## config.mk

```make
export PLATFORM = sky130hd
export DESIGN_NAME = fetch_queue_stage
export DESIGN_NICKNAME = d
export VERILOG_FILES = /design/src/rtl/fetch_queue_stage.sv
export SDC_FILE = /design/constraint.sdc
export NUM_CORES = 2
export LEC_CHECK = 0
export CELL_PAD_IN_SITES_DETAIL_PLACEMENT = 0
export CELL_PAD_IN_SITES_GLOBAL_PLACEMENT = 1
export CORE_MARGIN = 2
export CORE_UTILIZATION = 49
export CTS_CLUSTER_SIZE = 10
export DETAILED_ROUTE_END_ITERATION = 10
export HOLD_SLACK_MARGIN = 0.06
export PLACE_DENSITY = 0.92
export SETUP_SLACK_MARGIN = 0.4
export SLEW_MARGIN = 0
export SYNTH_ARGS = -nofsm -noshare
export SYNTH_HDL_FRONTEND = slang
export SYNTH_HIERARCHICAL = 1
export SYNTH_SLANG_ARGS = --single-unit
export TNS_END_PERCENT = 5
```

## constraint.sdc

```tcl
create_clock -name clock -period 13.9 [get_ports clock]
set_input_delay 2.085 -clock clock [delete_from_list [all_inputs] [get_ports clock]]
set_output_delay 2.085 -clock clock [all_outputs]
set_load 0.05 [all_outputs]
```

## src/rtl/fetch_queue_stage.sv

```systemverilog
// Fetch stage: issues FETCH_W I-cache lookups per cycle and buffers the hitting prefix in a circular queue for decode.
// Optional macro FQ_PERF_CNT_EN adds saturating fetched/full-cycle/squash counters.
module fetch_queue_stage #(
  parameter int FETCH_W  = 2,
  parameter int DISP_W   = 2,
  parameter int FQ_DEPTH = 8
) (
  input  logic                             clock,
  input  logic                             reset,
  input  logic                             squash,
  input  logic [31:0]                      redirect_pc,
  output logic [31:0]                      bp_pc,
  input  logic [FETCH_W-1:0]               bp_taken,
  input  logic [FETCH_W*32-1:0]            bp_target,
  output logic [FETCH_W-1:0]               ic_req,
  output logic [FETCH_W*32-1:0]            ic_addr,
  input  logic [FETCH_W-1:0]               ic_hit,
  input  logic [FETCH_W*64-1:0]            ic_data,
  output logic [DISP_W-1:0]                id_valid,
  output logic [DISP_W*32-1:0]             id_pc,
  output logic [DISP_W*32-1:0]             id_inst,
  output logic [DISP_W-1:0]                id_pred_taken,
  output logic [DISP_W*32-1:0]             id_pred_target,
  input  logic [$clog2(DISP_W+1)-1:0]      id_take,
`ifdef FQ_PERF_CNT_EN
  output logic [31:0]                      perf_fetched,
  output logic [31:0]                      perf_full_cycles,
  output logic [31:0]                      perf_squashes,
`endif
  output logic [$clog2(FQ_DEPTH+1)-1:0]    fq_count
);

  localparam int PTR_W  = $clog2(FQ_DEPTH);
  localparam int CNT_W  = $clog2(FQ_DEPTH+1);
  localparam int TAKE_W = $clog2(DISP_W+1);

  logic [31:0]      pc_r;
  logic [PTR_W-1:0] head_r;
  logic [PTR_W-1:0] tail_r;
  logic [CNT_W-1:0] count_r;

  logic [31:0] fq_pc_r     [FQ_DEPTH];
  logic [31:0] fq_inst_r   [FQ_DEPTH];
  logic        fq_taken_r  [FQ_DEPTH];
  logic [31:0] fq_target_r [FQ_DEPTH];

  logic [CNT_W-1:0] free_s;
  logic [CNT_W-1:0] k_s;
  logic             run_s;
  logic [31:0]      pc_next_s;
  logic [31:0]      slot_addr_s [FETCH_W];
  logic [31:0]      slot_inst_s [FETCH_W];
  logic [PTR_W-1:0] wr_idx_s    [FETCH_W];
  logic [PTR_W-1:0] rd_idx_s    [DISP_W];

  // Lookup slots, request gating, hitting-prefix length and next fetch PC
  always_comb begin
    free_s    = CNT_W'(FQ_DEPTH) - count_r;
    k_s       = '0;
    run_s     = 1'b1;
    pc_next_s = pc_r;
    ic_req    = '0;
    ic_addr   = '0;
    slot_addr_s[0] = pc_r;
    for (int i = 1; i < FETCH_W; i++) begin
      slot_addr_s[i] = bp_target[(i-1)*32 +: 32];
    end
    for (int i = 0; i < FETCH_W; i++) begin
      ic_req[i]           = !reset && !squash && (CNT_W'(i) < free_s);
      ic_addr[i*32 +: 32] = slot_addr_s[i];
      slot_inst_s[i]      = slot_addr_s[i][2] ? ic_data[i*64+32 +: 32] : ic_data[i*64 +: 32];
      wr_idx_s[i]         = tail_r + PTR_W'(i);
      // the first non-hitting slot ends the push group
      if (run_s && ic_req[i] && ic_hit[i]) begin
        k_s = k_s + CNT_W'(1);
      end else begin
        run_s = 1'b0;
      end
    end
    for (int i = 0; i < FETCH_W; i++) begin
      pc_next_s = (CNT_W'(i+1) == k_s) ? bp_target[i*32 +: 32] : pc_next_s;
    end
  end

  assign bp_pc    = pc_r;
  assign fq_count = count_r;

  // Decode window: entries head..head+DISP_W-1 straight from registered state
  always_comb begin
    id_valid       = '0;
    id_pc          = '0;
    id_inst        = '0;
    id_pred_taken  = '0;
    id_pred_target = '0;
    for (int i = 0; i < DISP_W; i++) begin
      rd_idx_s[i] = head_r + PTR_W'(i);
      if (CNT_W'(i) < count_r) begin
        id_valid[i]              = 1'b1;
        id_pc[i*32 +: 32]        = fq_pc_r[rd_idx_s[i]];
        id_inst[i*32 +: 32]      = fq_inst_r[rd_idx_s[i]];
        id_pred_taken[i]         = fq_taken_r[rd_idx_s[i]];
        id_pred_target[i*32 +: 32] = fq_target_r[rd_idx_s[i]];
      end else begin
        id_inst[i*32 +: 32]      = 32'h0000_0013;
      end
    end
  end

  // Pointer, occupancy and fetch PC registers; squash overrides push and pop
  always_ff @(posedge clock) begin
    if (reset) begin
      pc_r    <= 32'h0000_0000;
      head_r  <= '0;
      tail_r  <= '0;
      count_r <= '0;
    end else if (squash) begin
      pc_r    <= redirect_pc;
      head_r  <= '0;
      tail_r  <= '0;
      count_r <= '0;
    end else begin
      pc_r    <= pc_next_s;
      head_r  <= head_r + PTR_W'(id_take);
      tail_r  <= tail_r + PTR_W'(k_s);
      count_r <= count_r + k_s - CNT_W'(id_take);
    end
  end

  // Queue storage write of the hitting prefix
  always_ff @(posedge clock) begin
    if (!reset && !squash) begin
      for (int j = 0; j < FETCH_W; j++) begin
        if (CNT_W'(j) < k_s) begin
          fq_pc_r[wr_idx_s[j]]     <= slot_addr_s[j];
          fq_inst_r[wr_idx_s[j]]   <= slot_inst_s[j];
          fq_taken_r[wr_idx_s[j]]  <= bp_taken[j];
          fq_target_r[wr_idx_s[j]] <= bp_target[j*32 +: 32];
        end
      end
    end
  end

`ifdef FQ_PERF_CNT_EN
  logic [31:0] perf_fetched_r;
  logic [31:0] perf_full_cycles_r;
  logic [31:0] perf_squashes_r;

  function automatic logic [31:0] sat_add(input logic [31:0] a, input logic [31:0] b);
    logic [32:0] sum;
    sum = {1'b0, a} + {1'b0, b};
    return sum[32] ? 32'hFFFF_FFFF : sum[31:0];
  endfunction

  // Saturating event counters; only reset clears them
  always_ff @(posedge clock) begin
    if (reset) begin
      perf_fetched_r     <= 32'h0000_0000;
      perf_full_cycles_r <= 32'h0000_0000;
      perf_squashes_r    <= 32'h0000_0000;
    end else begin
      perf_fetched_r     <= sat_add(perf_fetched_r, 32'(k_s));
      perf_full_cycles_r <= sat_add(perf_full_cycles_r,
                                    {31'h0, (!squash && (count_r == CNT_W'(FQ_DEPTH)))});
      perf_squashes_r    <= sat_add(perf_squashes_r, {31'h0, squash});
    end
  end

  assign perf_fetched     = perf_fetched_r;
  assign perf_full_cycles = perf_full_cycles_r;
  assign perf_squashes    = perf_squashes_r;
`endif

  fetch_queue_stage_chk #(.CNT_W(CNT_W), .TAKE_W(TAKE_W)) u_chk (
    .clock   (clock),
    .reset   (reset),
    .squash  (squash),
    .count   (count_r),
    .id_take (id_take)
  );

endmodule

// Simulation-only protocol checks on the decode handshake.
module fetch_queue_stage_chk #(
  parameter int CNT_W  = 4,
  parameter int TAKE_W = 2
) (
  input logic              clock,
  input logic              reset,
  input logic              squash,
  input logic [CNT_W-1:0]  count,
  input logic [TAKE_W-1:0] id_take
);

  localparam int W = (CNT_W > TAKE_W) ? CNT_W : TAKE_W;

  a_take_le_count: assert property (@(posedge clock) disable iff (reset || squash)
    W'(id_take) <= W'(count));

endmodule

```

* Word-level counts from Yosys, hierarchy flattened
Memories as Yosys holds them, arrays and structs flattened. A register that Yosys moved wholly into a read port is not among the register bits.
Cells that the tools add are included.
** Cells by class
- Add/sub/neg operators :: 8
- Order comparisons :: 6
- Equality and inequality tests :: 2
- Mux-type cells :: 28
- Reductions and logical operators :: 10
** Operators by type and width (number)
- $mux W32 :: 11
- $lt A1 B4 Y1 const A :: 6
- $mux W1 :: 12
- $mux W3 :: 4
- $add A3 B1 Y3 const B :: 2
- $logic_and A1 B1 Y1 :: 6
- $add A4 B4 Y4 :: 1
- $eq A1 B4 Y1 const A :: 1
- $eq A2 B4 Y1 const A :: 1
- $sub A4 B2 Y4 :: 1
- $sub A4 B4 Y4 const A :: 1
- $add A3 B2 Y3 :: 1
- $add A3 B3 Y3 :: 1
- $reduce_bool A3 Y1 :: 1
- $add A1 B1 Y2 const B :: 1
- $logic_not A1 Y1 :: 2
- $mux W2 :: 1
- $reduce_or A2 Y1 :: 1
** Storage, ports and cells
- Register bits after elaboration :: 42
- Memory bits (writable) :: 776
- Input port bits :: 233
- Output and inout bits :: 298
- Logic and storage cells :: 62
- Memories :: 4
** Memories
- fq_inst_r :: words 8, bits a word 32, rd ports 2, clocked after Yosys merged registers in 1, write ports 2, line 43 : logic [31:0] fq_inst_r [FQ_DEPTH];
- fq_pc_r :: words 8, bits a word 32, rd ports 2, clocked after Yosys merged registers in 1, write ports 2, line 42 : logic [31:0] fq_pc_r [FQ_DEPTH];
- fq_target_r :: words 8, bits a word 32, rd ports 2, clocked after Yosys merged registers in 1, write ports 2, line 45 : logic [31:0] fq_target_r [FQ_DEPTH];
- fq_taken_r :: words 8, bits a word 1, rd ports 2, clocked after Yosys merged registers in 1, write ports 2, line 44 : logic fq_taken_r [FQ_DEPTH];

* Longest topological paths before layout
- Depth after elaboration :: 12
- Mapped depth :: 13
- Depth with buffers taken out :: 13

* Least setup slack after synthesis
No wires, ideal clock.
- Path kind :: input to register
- Start point :: in squash
- End point :: mem fq_inst_r[0][0] (enable)
- Library setup time :: 696 ps
- Arrival time :: 10567 ps
- Required time :: 13204 ps
- Setup slack :: 2637 ps
- Stages :: 7
- Path buffers :: 1
- Cells stage by stage :: buf_2 > nor2_1 > nand3_1 > a211o_1 > ha_1 > or3_1 > o31ai_1
** RTL lines
- start: declaration :: line 10 : input logic squash,
- end: declaration :: line 43

* Worst setup path in the final report
- Start point :: reg head_r[1]
- End point :: out id_pc[37]
** On the way
- Cells in the longest elaborated chain, start to end :: 3
** Ends and longest elaborated chain
- start: declaration :: line 38 : logic [PTR_W-1:0] head_r;
- start signal: assignment :: line 123 : head_r <= head_r + PTR_W'(id_take);
- $add A3 B1 Y3 :: line 96 : rd_idx_s[i] = head_r + PTR_W'(i);
- $mem_v2 Z8 W32
- $mux W32 :: line 97 : if (CNT_W'(i) < count_r) begin
- end: declaration :: line 20 : output logic [DISP_W*32-1:0] id_pc,
Every way passes these cells.

==> metrics.md <==
| Metric | Value |
|---|---|
| Status | finished clean |
| Fin crit period | ~7.8 ns |
| PortBufs | 530 |
| Share of cells above drive strength 1 | 34.1% |
| First-pass GRT wire length | 211,000 µm |
| Post-Synth XOR/XNOR Area | less than 1% |
| Pin count of the biggest net entering global routing | between 150 and 200 |
| Syn_nets | a little over 3,000 |
| Clock share of power | between 30% and 40% |
| Area occupied by multi-input gates | roughly 21,000 µm² |
| Initial antenna violation count | 6 |
| Post-synth top flop | edfxtp_1 |
| FFs w/ async S/R, synth | 0% |
| Sequential share of power | between 40% and 50% |
| CP endpoint kind | primary output |
| Vias per cell | around 6.7 |
| Pint | approximately 0.0046 W |
| Fmax | approximately 130 MHz |
| Max-cap violations | 0 |
| CTS tree | yes |
| Simple-gate area share of the yosys netlist | less than 1% |
| Period utilisation layout | a little under three fifths |
| EDFF count, synth | a little under 800 |
| Cells after Synth | between 2,000 and 3,000 |
| Grt ovf | 0 |
| Core Area | between 90,000 and 100,000 µm² |
| WL final | ~140,000 µm |
| # setup viols final | 0 |
| Num CTS Buffers | 95 |
| Seq cells post-synth | slightly above 800 |
| Die height | 314 µm |
| Critical path, cell by cell | ha_4 > buf_4 > buf_4 > mux4_2 > a22o_1 > clkdlybuf4s50_1 |
| TNS Setup | 0 ns |
| CTS Hold Bufs | 0 |
| RSZ-0062 raised after global routing | false |
| Slew @ Worst Pin | between 1 and 1.5 ns |
| Synthesized area | 47,200 µm² |
| DPL Wire Length | a little over 80,000 µm |
| CTS-repair resized insts | 0 |
| DP Cell Count | roughly 4,300 |
| P_leak | between 15 and 20 nW |
| Worst slack at placement | about 6 ns |
| Net switching power | 0.00201 W |
| Combinational power share | about a quarter |
| Hold WS | between 0.6 and 0.7 ns |
| Final worst slack | between 6 and 7 ns |
| Top post-synthesis cells by count | 776 x edfxtp_1, 520 x mux2_2, 388 x mux4_2, 353 x mux2i_1, 220 x a22o_1 |
| Starting Density | between 40 and 50% |
| Num rows | 113 |
| Crit Path Max Fanout | 48 |
| Rel. slew slack | approximately 20% |
| Slowest cell on crit path | buf_4 |
| Setup Fix Bufs, Post-CTS | 0 |
| Worst-case clock buffer depth | 3 |
| Main combinational cell family by area after synthesis | multiplexers |
| Seq/Total Area, Yosys | 51.2% |
| Fin Clk Skew | about 0.027 ns |
| Mean Syn Cell Area | 16.7 µm² |
| Yosys top cell area share | 49.4% |
| Max incr delay on CP | between 0.9 and 1 ns |
| Leading post-synthesis cells by cell area | edfxtp_1 49%, mux4_2 19%, mux2_2 12%, mux2i_1 7.5%, a22o_1 4.1% |
| Placed Area | 53,000 µm² |
| Compound-cell area share of the yosys netlist | under 10% |
| # clock sinks | approximately 820 |
| Die area | 98,700 µm² |
| CP most frequent cell | buf_4 |
| Area leader, netlist | edfxtp_1 |
| Initial DRT Pass Iterations | 5 |
| GRT Overall Usage | ~29% |
| Area delta synth->final | 18.1% |
| PwrDens | 119 nW/µm² |
| Worst Path Required | 11.81 ns |
| Die X | roughly 310 µm |
| Crit path kind | flip-flop to primary output |
| Post-Synth Adder-Cell Area | less than 1% |
| Hold WC Path Type | flip-flop to flip-flop |
| Root Driver | clkbuf_16 |
| Fill cell count | 6,940 |
| Avg WL per Cell | around 32 µm |
| Switching Share | a little under a third |
| DRC errors left | 0 |
| Synth warn | 6 |
| Vias in the first global route | around 32,000 |
| DR vias | 30,300 |
| Final cell count without fillers | around 4,500 |
| Netlist cell types | around 40 |
| CTS clk-pin slew, worst paths | 0.06 ns |
| Final Slew Violations | 0 |
| Worst Path Arrival | 5.70 ns |
| Boundary Pins | between 500 and 600 |
| Most numerous cell in the Yosys netlist | edfxtp_1 |
| Worst-skew pair later-pin latency | 0.66 ns |
| Count of final hold-check violations | 0 |
| Fin nets | between 3,000 and 4,000 |
| Detail Route Antenna Nets | 0 |
| Register cell area after layout | approximately 24,000 µm² |
| Maximum VDD drop | between 0.08 and 0.09 mV |
| Mux cell area share after synthesis | 38.4% |
| Crit start category | flip-flop |
| DR iter-0 viols | 3,168 |
| Max H-tree Level | 3 |
| Placer congestion estimate | between 0.8 and 0.9 |
| Final Cell Area | around 56,000 µm² |
## power groups by stage
stage / clock network (W) / registers (W) / logic (W)
after floorplan: 0 / 0.00283 / 0.00101
after global placement: 0 / 0.00281 / 0.00155
after detailed placement: 0 / 0.00282 / 0.00157
after CTS: 0.00230 / 0.00277 / 0.00158
after global routing: 0.00240 / 0.00277 / 0.00164
final: 0.00228 / 0.00277 / 0.00158
## worst max-delay path, delay by kind of cell, from the launching register on
kind / cells / cell delay (ns)
AOI/OAI and AO/OA: 1 / 0.25
adders and majority gates: 1 / 0.58
buffers and inverters: 3 / 2.61
DFF: 1 / 0.88
muxes: 1 / 0.62
## cell type report
type / instances / share of cell area (%)
diodes: 1 / 0.00449
clock buffers: 157 / 4.78
clock inverters: 10 / 0.124
inverters: 14 / 0.0944
multi-input cells: 1646 / 38.4
flip-flops and latches: 818 / 43.4
well taps: 1265 / 2.84
repair buffers: 588 / 10.4
## registers in the layout (all words and copies together) (netlist names)
signal / flops
fq_pc_r: 256
bp_pc: 32
fq_target_r: 256
fq_count: 4
fq_taken_r: 8
fq_inst_r: 256
tail_r: 3
head_r: 3
## per-layer routing
metal  GRT usage (%)  share of wire [%]
met5               0              0.040
met4            12.5                4.3
met3            5.09                8.9
met2            48.4                 50
met1            36.7                 37
## cell usage in the layout, fill, tap and decap left out, types with 6 or more instances in the layout
cell	Yosys	layout
a22o_1	220	220
buf_4	91	52
clkbuf_1	95	57
clkbuf_16	0	95
clkdlybuf4s50_1	0	528
clkinv_1	0	6
dfxtp_1	42	39
edfxtp_1	776	776
ha_1	13	11
inv_1	14	14
mux2_2	520	520
mux2i_1	353	353
mux4_2	388	388
nand2_1	40	40
nor2_1	11	8
o21ai_0	34	32
o22a_1	6	6
## path summary, 6_finish.rpt
check / start / end / slack, ns / cells after the start
worst max-delay path: head_r[1] / id_pc[37] / 6.12 / 6
worst min register to register: tail_r[2] / tail_r[2] / 0.64 / 2
worst min-delay path: tail_r[2] / tail_r[2] / 0.64 / 2
worst max register to register: fq_count[1] / fq_inst_r[3][0] / 8.15 / 11
## kinds of logic (layout without fill, tap and decap cells)
family	after synthesis	count (layout)
buffers and inverters	352	769
xor gates and xnor gates	7	7
muxes	1261	1261
DFF	818	818
other	0	1
and+or+nand+nor	85	85
AOI/OAI and AO/OA	276	276
adders and majority gates	17	17
## through the flow
stage	utilization, %	total power, W
floorplan	-	0.00384
global placement	55.6	0.00436
detailed placement	55.7	0.00439
CTS	58.5	0.00665
global route	58.5	0.00681
finish	58.5	0.00664
Note: power is estimated with default switching activity, not from simulation.
